`src/rtl/cross_road_vehicle_detector.sv`:
```
// Country-road loop detector conditioning for the highway/country light controller:
// sync + debounce the loop, count queued vehicles, raise/release the sensor request.
//
// state      | meaning
// -----------+------------------------------------------------------------
// ST_IDLE    | no request; waits for a queued vehicle
// ST_REQ     | sensor asserted; waits for queue empty or green time limit
// ST_HOLDOFF | request forcibly released; waits for highway green (00)
module cross_road_vehicle_detector #(
   parameter int DEBOUNCE_CYC = 4,
   parameter int CNT_W        = 4,
   parameter int PASS_CYC     = 8,
   parameter int MAX_GREEN    = 64,
   parameter int TMR_W        = 7
) (
   input  logic             clk,
   input  logic             rst,
   input  logic             loop_raw,
   input  logic [1:0]       ctrl_state,
   output logic             sensor,
   output logic [CNT_W-1:0] queue_cnt,
   output logic             max_out,
   output logic             overflow
);

   typedef enum logic [1:0] {
      ST_IDLE    = 2'b00,
      ST_REQ     = 2'b01,
      ST_HOLDOFF = 2'b10
   } state_e;

   localparam logic [TMR_W-1:0] DEB_LAST  = TMR_W'(DEBOUNCE_CYC - 1);
   localparam logic [TMR_W-1:0] PASS_LAST = TMR_W'(PASS_CYC - 1);
   localparam logic [TMR_W-1:0] GRN_LAST  = TMR_W'(MAX_GREEN - 1);
   localparam logic [CNT_W-1:0] Q_MAX     = '1;
   localparam logic [1:0]       CTRL_HWY  = 2'b00;
   localparam logic [1:0]       CTRL_CTRY = 2'b10;

   logic             sync1_q, sync2_q;
   logic             filt_q, filt_d, filt_prev_q;
   logic             arr_q;
   logic [TMR_W-1:0] deb_q, deb_d;
   logic [TMR_W-1:0] pass_q, pass_d;
   logic [TMR_W-1:0] grn_q, grn_d;
   logic [CNT_W-1:0] queue_q, queue_d;
   logic             ovf_q, ovf_d;
   state_e           state_q;
   logic             sensor_q, max_q;

   logic green, q_nz, dep, grn_hit;

   assign green = (ctrl_state == CTRL_CTRY);
   assign q_nz  = (queue_q != '0);

   // A level change is accepted on the cycle the mismatch run reaches DEBOUNCE_CYC.
   always_comb begin
      deb_d  = '0;
      filt_d = filt_q;
      if (sync2_q != filt_q) begin
         if (deb_q == DEB_LAST) begin
            filt_d = sync2_q;
         end else begin
            deb_d = deb_q + TMR_W'(1);
         end
      end
   end

   always_comb begin
      dep    = green && q_nz && (pass_q == PASS_LAST);
      pass_d = '0;
      if (green && q_nz && !dep) begin
         pass_d = pass_q + TMR_W'(1);
      end
   end

   always_comb begin
      grn_d = '0;
      if (green) begin
         grn_d = (grn_q == GRN_LAST) ? grn_q : grn_q + TMR_W'(1);
      end
      grn_hit = green && (grn_d == GRN_LAST);
   end

   // An arrival coinciding with a departure leaves the count untouched, even at saturation.
   always_comb begin
      queue_d = queue_q;
      ovf_d   = ovf_q;
      case ({arr_q, dep})
         2'b10: begin
            if (queue_q == Q_MAX) begin
               ovf_d = 1'b1;
            end else begin
               queue_d = queue_q + CNT_W'(1);
            end
         end
         2'b01:   queue_d = queue_q - CNT_W'(1);
         default: queue_d = queue_q;
      endcase
   end

   always_ff @(posedge clk or negedge rst) begin
      if (!rst) begin
         sync1_q     <= 1'b0;
         sync2_q     <= 1'b0;
         deb_q       <= '0;
         filt_q      <= 1'b0;
         filt_prev_q <= 1'b0;
         arr_q       <= 1'b0;
         pass_q      <= '0;
         grn_q       <= '0;
         queue_q     <= '0;
         ovf_q       <= 1'b0;
      end else begin
         sync1_q     <= loop_raw;
         sync2_q     <= sync1_q;
         deb_q       <= deb_d;
         filt_q      <= filt_d;
         filt_prev_q <= filt_q;
         arr_q       <= filt_q & ~filt_prev_q;
         pass_q      <= pass_d;
         grn_q       <= grn_d;
         queue_q     <= queue_d;
         ovf_q       <= ovf_d;
      end
   end

   // Queue-empty release wins over the max-green release in the same cycle.
   always_ff @(posedge clk or negedge rst) begin
      if (!rst) begin
         state_q  <= ST_IDLE;
         sensor_q <= 1'b0;
         max_q    <= 1'b0;
      end else begin
         sensor_q <= 1'b0;
         max_q    <= 1'b0;
         case (state_q)
            ST_IDLE: begin
               if (q_nz) begin
                  state_q  <= ST_REQ;
                  sensor_q <= 1'b1;
               end
            end
            ST_REQ: begin
               if (!q_nz) begin
                  state_q <= ST_IDLE;
               end else if (grn_hit) begin
                  state_q <= ST_HOLDOFF;
                  max_q   <= 1'b1;
               end else begin
                  sensor_q <= 1'b1;
               end
            end
            ST_HOLDOFF: begin
               if (ctrl_state == CTRL_HWY) begin
                  state_q <= ST_IDLE;
               end
            end
            default: state_q <= ST_IDLE;
         endcase
      end
   end

   assign sensor    = sensor_q;
   assign queue_cnt = queue_q;
   assign max_out   = max_q;
   assign overflow  = ovf_q;

endmodule
```
`config.mk`:
```
export PLATFORM = sky130hd
export DESIGN_NAME = cross_road_vehicle_detector
export DESIGN_NICKNAME = d
export VERILOG_FILES = /design/src/rtl/cross_road_vehicle_detector.sv
export SDC_FILE = /design/constraint.sdc
export NUM_CORES = 1
export LEC_CHECK = 0
export ABC_AREA = 1
export CAP_MARGIN = 40
export CELL_PAD_IN_SITES_DETAIL_PLACEMENT = 1
export CELL_PAD_IN_SITES_GLOBAL_PLACEMENT = 2
export CORE_MARGIN = 3
export CORE_UTILIZATION = 38
export DETAILED_ROUTE_END_ITERATION = 7
export DONT_BUFFER_PORTS = 1
export GPL_TIMING_DRIVEN = 0
export PLACE_DENSITY_LB_ADDON = 0.12
export SYNTH_ARGS = -nofsm -noshare
export SYNTH_HDL_FRONTEND = slang
export SYNTH_SLANG_ARGS = --single-unit
```
`constraint.sdc`:
```
create_clock -name clk -period 2.5 [get_ports clk]
set_input_delay 0.625 -clock clk [delete_from_list [all_inputs] [get_ports clk]]
set_output_delay 0.625 -clock clk [all_outputs]
set_load 0.01 [all_outputs]
```
==> impl_metrics.py <==
metrics = {
    "synthesis": {
        "synth_edf_count": 0,
        "synth_top_cell_by_area": "dfrtp_1",
        "synthesis.area_um2": 1690,
        "yosysMostFrequentCell": "inv_1",
        "synth_top_area_share_pct": 51.7,
        "synth_commonest_cells": "inv_1, dfrtp_1, nand2_1",
        "synth_area_leaders": "dfrtp_1, inv_1, nand2_1",
        "yosysUniqueCellTypes": 27,
        "yosys_warnings": 0,
        "netlist_instances": 194,
        "synthesis.nets": 205,
        "synth-seq-cells": 35,
        "synth_ff_type": "dfrtp_1",
        "synth_async_sr_flop_share_pct": 100,
        "yosysSeqAreaShare_pct": 51.7,
        "synth.avg_cell_area_um2": 8.73,
    },
    "clock_network": {
        "root_buffer": "clkbuf_8",
        "path_clk_slew_ns": 0.07,
        "cts_sinks": 35,
        "cts-htree-levels": 2,
        "cts_setup_buffers": 0,
        "cts_tree": "built",
        "clk_latency_ns": 0.27,
        "numCtsBuffers": 5,
        "cts.path.max_buffers": 2,
    },
    "drt": {
        "ant_nets": 0,
        "drt_iter0_drc": 52,
        "vias": 1246,
        "wirelength_um": 3290,
        "viasPerCell": 4.98,
        "wl_per_cell_um": 13.1,
        "first_pass_iters": 4,
        "drc": 0,
    },
    "place": {
        "numPortBuffers": 0,
        "placed_area_um2": 1760,
        "gp_congestion": 0.797,
        "dpl.hpwl_um": 2540,
    },
    "timing": {
        "min_period_ns": 2.26,
        "maxSlewViolCount": 0,
        "fin_setup_tns_ns": 0,
        "setup_viol": 0,
        "max_freq_mhz": 443,
        "maxSlewHeadroom_pct": 76.4,
        "rsz0062_at_grt": "no",
        "holdWs_ns": 0.0394,
        "finalClockSkew_ns": 0.00407,
        "finalHoldViolCount": 0,
        "tightest_slew_ns": 0.351,
        "fin_crit_sh_pct": 90.2,
    },
    "run": {
        "drv_cap": 0,
    },
    "final_layout": {
        "final_area_um2": 1830,
        "final_nets": 212,
        "drive_gt1_share_pct": 8.00,
        "area_delta_synth_final_pct": 8.13,
        "antenna_cells": 0,
    },
    "pwr": {
        "switching_share_pct": 33.5,
        "clockPowerShare_pct": 25.5,
        "total_power_mw": 1.45,
        "max-vdd-ir-drop_v": 0.000482,
        "switchingPower_mw": 0.486,
        "power_frac_seq_pct": 52.6,
        "leakagePower_nw": 0.914,
        "comb_power_share_pct": 21.9,
        "p_int_mw": 0.964,
        "power_density_nw_per_um2": 792,
    },
    "worst_setup_path": {
        "arrival_ns": 2.42,
        "start_kind": "flip-flop",
        "endpoint_kind": "flip-flop",
        "required_ns": 2.67,
        "cp_max_fo": 4,
        "path_class": "flip-flop to flip-flop",
    },
    "floorplan": {
        "dieArea_um2": 5290,
        "num_rows": 23,
        "pin_count": 12,
        "chipWidth_um": 72.7,
        "core_um2": 4140,
        "initial_core_util_pct": 40.9,
        "die_h_um": 72.7,
    },
    "grt": {
        "track_usage_pct": 14.3,
        "overflow": 0,
        "antenna_found_initial": 0,
        "grt_start_max_net_pins": 36,
        "grt_pass1_wl_um": 5930,
        "grt_pass1_vias": 1353,
    },
    "worst_hold_path": {
        "hold_path_class": "primary input to async pin",
    },
    "run_status": {
        "status": "finished clean",
    },
}
layer usage:
layer | GRT usage, % | vias up | routed length (um) | share of wire, %
met1 | 17.8 | 606 | 1540 | 47
met4 | 3.89 | 0 | 29 | 0.88
met2 | 23.5 | 15 | 1590 | 48
met5 | 0 | - | 0 | 0
li1 | - | 621 | - | -
met3 | 4.82 | 4 | 125 | 3.8
timing repair:
| item | 4_1_cts | 5_1_grt |
|---|---|---|
| gates resized for setup | 0 | 1 |
| setup endpoints to repair | 0 | 1 |
| hold buffers | 0 | 0 |
flip-flops by register name, summed over array words and instances (netlist names), 2 cells and up:
name and count:
deb_q 7, grn_q 7, queue_cnt 4, state_q 2, pass_q 7
power groups by stage:
stage | sequential [mW] | clock (mW) | combinational (mW)
floorplan | 0.750 | 0 | 0.255
global placement | 0.770 | 0 | 0.299
detailed placement | 0.774 | 0 | 0.325
CTS | 0.764 | 0.381 | 0.329
global route | 0.778 | 0.403 | 0.378
finish | 0.762 | 0.370 | 0.318
worst paths after layout:
check                                     from                       end  slack (ns)  cells past startpoint
min in group clk             sync1_q$_DFF_PN0_         sync2_q$_DFF_PN0_        0.35                      0
max reg2reg                pass_q[0]$_DFF_PN0_  queue_cnt[3]$_DFFE_PN0P_        0.24                     16
max                        pass_q[0]$_DFF_PN0_  queue_cnt[3]$_DFFE_PN0P_        0.24                     16
min                                        rst       pass_q[6]$_DFF_PN0_        0.04                      0
min reg2reg                  sync1_q$_DFF_PN0_         sync2_q$_DFF_PN0_        0.35                      0
max in group asynchronous                  rst    state_q[1]$_DFFE_PN0P_        2.38                      0
critical path, stage by stage (launching register included):
cell and delay [ns]:
dfrtp_1 0.37, ha_1 0.19, nand2_1 0.10, inv_1 0.08, nand4_1 0.13, nor2_2 0.16, nand2_2 0.11, inv_1 0.10
ha_1 0.27, nand2_1 0.08, nand2_1 0.05, a31oi_1 0.19, inv_1 0.08, nand2_1 0.09, nand2_1 0.06, nand2_1 0.05
nand2_1 0.04
cells by family (layout without fill, tap and decap cells):
| kind of cell | count (synthesis) | after routing | synth area share (%) |
|---|---|---|---|
| buffers and inverters | 36 | 42 | 7.98 |
| adders and majority gates | 6 | 6 | 4.88 |
| AOI/OAI and AO/OA | 16 | 16 | 5.40 |
| DFF | 35 | 35 | 51.7 |
| xor gates and xnor gates | 5 | 5 | 2.59 |
| and+or+nand+nor | 96 | 96 | 27.4 |
layout by cell type, fill, tap and decap left out:
cell type,instances
inv_1,36
nand3b_1,2
nand2_2,2
fa_1,1
dfrtp_1,35
o31ai_1,1
o21ai_0,4
o211ai_1,1
nand3_1,13
nor2_1,26
o21bai_1,1
clkbuf_1,1
nor2_2,4
xnor2_1,2
nand2_1,30
nor3b_1,3
nand3_2,2
o21ai_1,1
clkbuf_8,5
a31oi_1,1
ha_1,5
xor2_1,3
nand4_1,3
nor3_1,6
nand4_2,1
a21oi_1,6
and3_1,2
o21a_1,1
nor2_4,2
per-stage QoR:
| step | setup slack, ns | util (%) | std cells |
|---|---|---|---|
| floorplan | 0.405 | - | 194 |
| finish | 0.245 | 44.2 | 250 |
| detailed placement | 0.0817 | 42.4 | 244 |
| CTS | 0.136 | 44.1 | 250 |
| global route | 0.00877 | 44.2 | 250 |
| global placement | 0.161 | 42.4 | 244 |
final cells by class:
class / instances / area [um2]
clock buffer: 6 / 72.6
fill: 515 / 2310
inverter: 36 / 135
multi-input combinational: 123 / 684
sequential: 35 / 876
tap: 50 / 62.6
(Power assumes the default switching activity.)
==> RTL edit (config.mk and constraints unchanged) <==
Set the parameter `CNT_W` to 3 (it was 4).
--- a/src/rtl/cross_road_vehicle_detector.sv
+++ b/src/rtl/cross_road_vehicle_detector.sv
@@ -9,5 +9,5 @@
 module cross_road_vehicle_detector #(
    parameter int DEBOUNCE_CYC = 4,
-   parameter int CNT_W        = 4,
+   parameter int CNT_W        = 3,
    parameter int PASS_CYC     = 8,
    parameter int MAX_GREEN    = 64,
Interface: changed (resized queue_cnt); port bits go from 12 to 11. No check against the original RTL was run, so the function may have changed too.
==> RTL edit against the unedited design <==
Wire length shrank 0.37%; global-route usage grew 0.33 points; area after synthesis shrank 3.5%; total power shrank 1.6%; setup slack gained 0.35 ns; critical path type unchanged; cell area shrank 2.2%; sequential cell count shrank 1; die area shrank 3.3%; critical endpoint is now queue_cnt[2].
==> RTL edit: results (changes against the unedited design) <==
{| class="wikitable"
! Metric !! Value
|-
| Ratio of cells with drive above 1 in the final layout || 12.3% (+4.3 points)
|-
| H-tree depth || 2 (unchanged)
|-
| Clock-pin slew on the worst setup and hold paths || 0.07 ns (about the same)
|-
| Number of iterations in the first detailed-routing pass || 4 (unchanged)
|-
| Vias in the first global route || 1318 (-2.6%)
|-
| Largest net degree at the start of global routing || 35 (-2.8%)
|-
| Worst-path cell with the longest stage delay || sky130_fd_sc_hd__fa_1
|-
| R2r worst-path depth || 11 (-5)
|-
| Endpoint of the lowest-slack register-to-register path || queue_cnt[2]
|-
| Share of async-settable or async-resettable flops after synthesis || 100% (unchanged)
|-
| Number of antenna violations at the first check in global routing || 0 (unchanged)
|-
| Worst Clk Skew || 0.00426 ns (+0.000188 ns)
|-
| VDD IR max || 0.429 mV (-11%)
|-
| Total leakage power || 0.892 nW (-2.4%)
|-
| All-layer global routing usage || 14.6% (+0.33 points)
|-
| Later-pin clock latency in the skew report || 0.28 ns
|-
| Worst Tran Pin Value || 0.424 ns (+0.0733 ns)
|-
| Placed wire-length estimate || 2.55 mm (+0.14%)
|-
| Startpoint of the lowest-slack register-to-register path || pass_q[0]
|-
| Setup slack on the worst flop-to-flop path || 0.60 ns (+0.35 ns)
|-
| Routed wire per std cell || 13.4 um (+1.7%)
|-
| Maximum clock path buffer count || 2 (unchanged)
|-
| Highest cell delay on the worst timing path || 0.40 ns (+0.03 ns)
|-
| Worst-path fanout max || 3 (-1)
|-
| Net count of the mapped netlist || 196 (-4.4%)
|-
| Largest delay contributor family on the critical path || simple AND/OR/NAND/NOR gates
|-
| Netlist cell types || 29 (+7.4%)
|-
| First-pass GRT wire length || 5.78 mm (-2.6%)
|-
| GP Congestion || 0.796 (-0.13%)
|-
| Regs by FF count || deb_q x7, grn_q x7, pass_q x7
|-
| Cell at the root of the clock tree || sky130_fd_sc_hd__clkbuf_8
|-
| Via density per instance || 4.93 (-0.99%)
|-
| Top post-synthesis cells by count || sky130_fd_sc_hd__nand2_1, sky130_fd_sc_hd__dfrtp_1, sky130_fd_sc_hd__inv_1
|-
| Sequential share of the synthesized area || 52.1% (+0.37 points)
|-
| Synth area leaders || sky130_fd_sc_hd__dfrtp_1, sky130_fd_sc_hd__nand2_1, sky130_fd_sc_hd__inv_1
|-
| Critical path data arrival time || 2.09 ns (-0.33 ns)
|-
| Count of routing violations after the opening detailed-route iteration || 31 (-40%)
|-
| Total of buffers placed on input and output ports || 0 (unchanged)
|-
| Outcome || completed
|}
RTL edit: changes by cell type after synthesis, sizes merged, moves of 2 or more:
| cell | before | now |
|---|---|---|
| nand2 | 32 | 41 |
| nor2 | 32 | 28 |
| inv | 36 | 31 |
| o21ai | 5 | 2 |
| xor2 | 3 | 1 |
| ha | 5 | 3 |
RTL edit: report_power, final:
group	leakage [nW]	internal (W)	switching, W
sequential	0.438	0.000637	0.0000877
clock	0.0472	0.000221	0.000205
combinational	0.407	0.000104	0.000172
total	0.892	0.000963	0.000465
RTL edit: how the worst max path moves through the flow:
stage	startpoint	endpoint	slack (ns)	depth (start not counted)
floorplan	ctrl_state[1]	queue_cnt[1]	0.57	8
global placement	ctrl_state[1]	queue_cnt[2]	0.44	10
detailed placement	ctrl_state[1]	queue_cnt[2]	0.40	10
CTS	queue_cnt[0]	queue_cnt[2]	0.56	10
global route	queue_cnt[0]	queue_cnt[2]	0.37	10
finish	pass_q[0]	queue_cnt[2]	0.60	11
RTL edit: final cells by class:
class / instances / area (um2)
inverters: 32 / 120
well taps: 50 / 62.6
clock inverters: 2 / 12.5
flip-flops and latches: 34 / 851
multi-input cells: 121 / 662
fillers: 510 / 2300
clock buffers: 6 / 82.6
RTL edit: stage by stage:
| step | setup WS [ns] | cells | area [um2] | hold slack [ns] |
|---|---|---|---|---|
| after floorplan | 0.569 | 187 | 1630 | 0.329 |
| after global placement | 0.439 | 237 | 1700 | 0.330 |
| after detailed placement | 0.396 | 237 | 1700 | 0.331 |
| after CTS | 0.556 | 245 | 1790 | 0.0118 |
| after global routing | 0.367 | 245 | 1790 | 0.00410 |
| final | 0.596 | 245 | 1790 | 0.0284 |
RTL edit: cells by family (layout without fill, tap and decap cells):
kind of cell               Yosys count  count (layout)  share of synthesized area [%]
DFF                                 34              34                           52.1
buffers and inverters               32              40                           7.36
and+or+nand+nor                     99              99                           29.6
AOI/OAI and AO/OA                   14              14                           5.29
xor gates and xnor gates             4               4                           2.15
adders and majority gates            4               4                           3.53
RTL edit: metal layers:
metal | up-vias | share of wire (%) | global-route usage [%]
met5 | - | 0 | 0
met4 | 0 | 1.7 | 7.52
met3 | 5 | 3.5 | 4.77
met2 | 13 | 51 | 24.3
met1 | 594 | 44 | 16.7
li1 | 597 | - | -
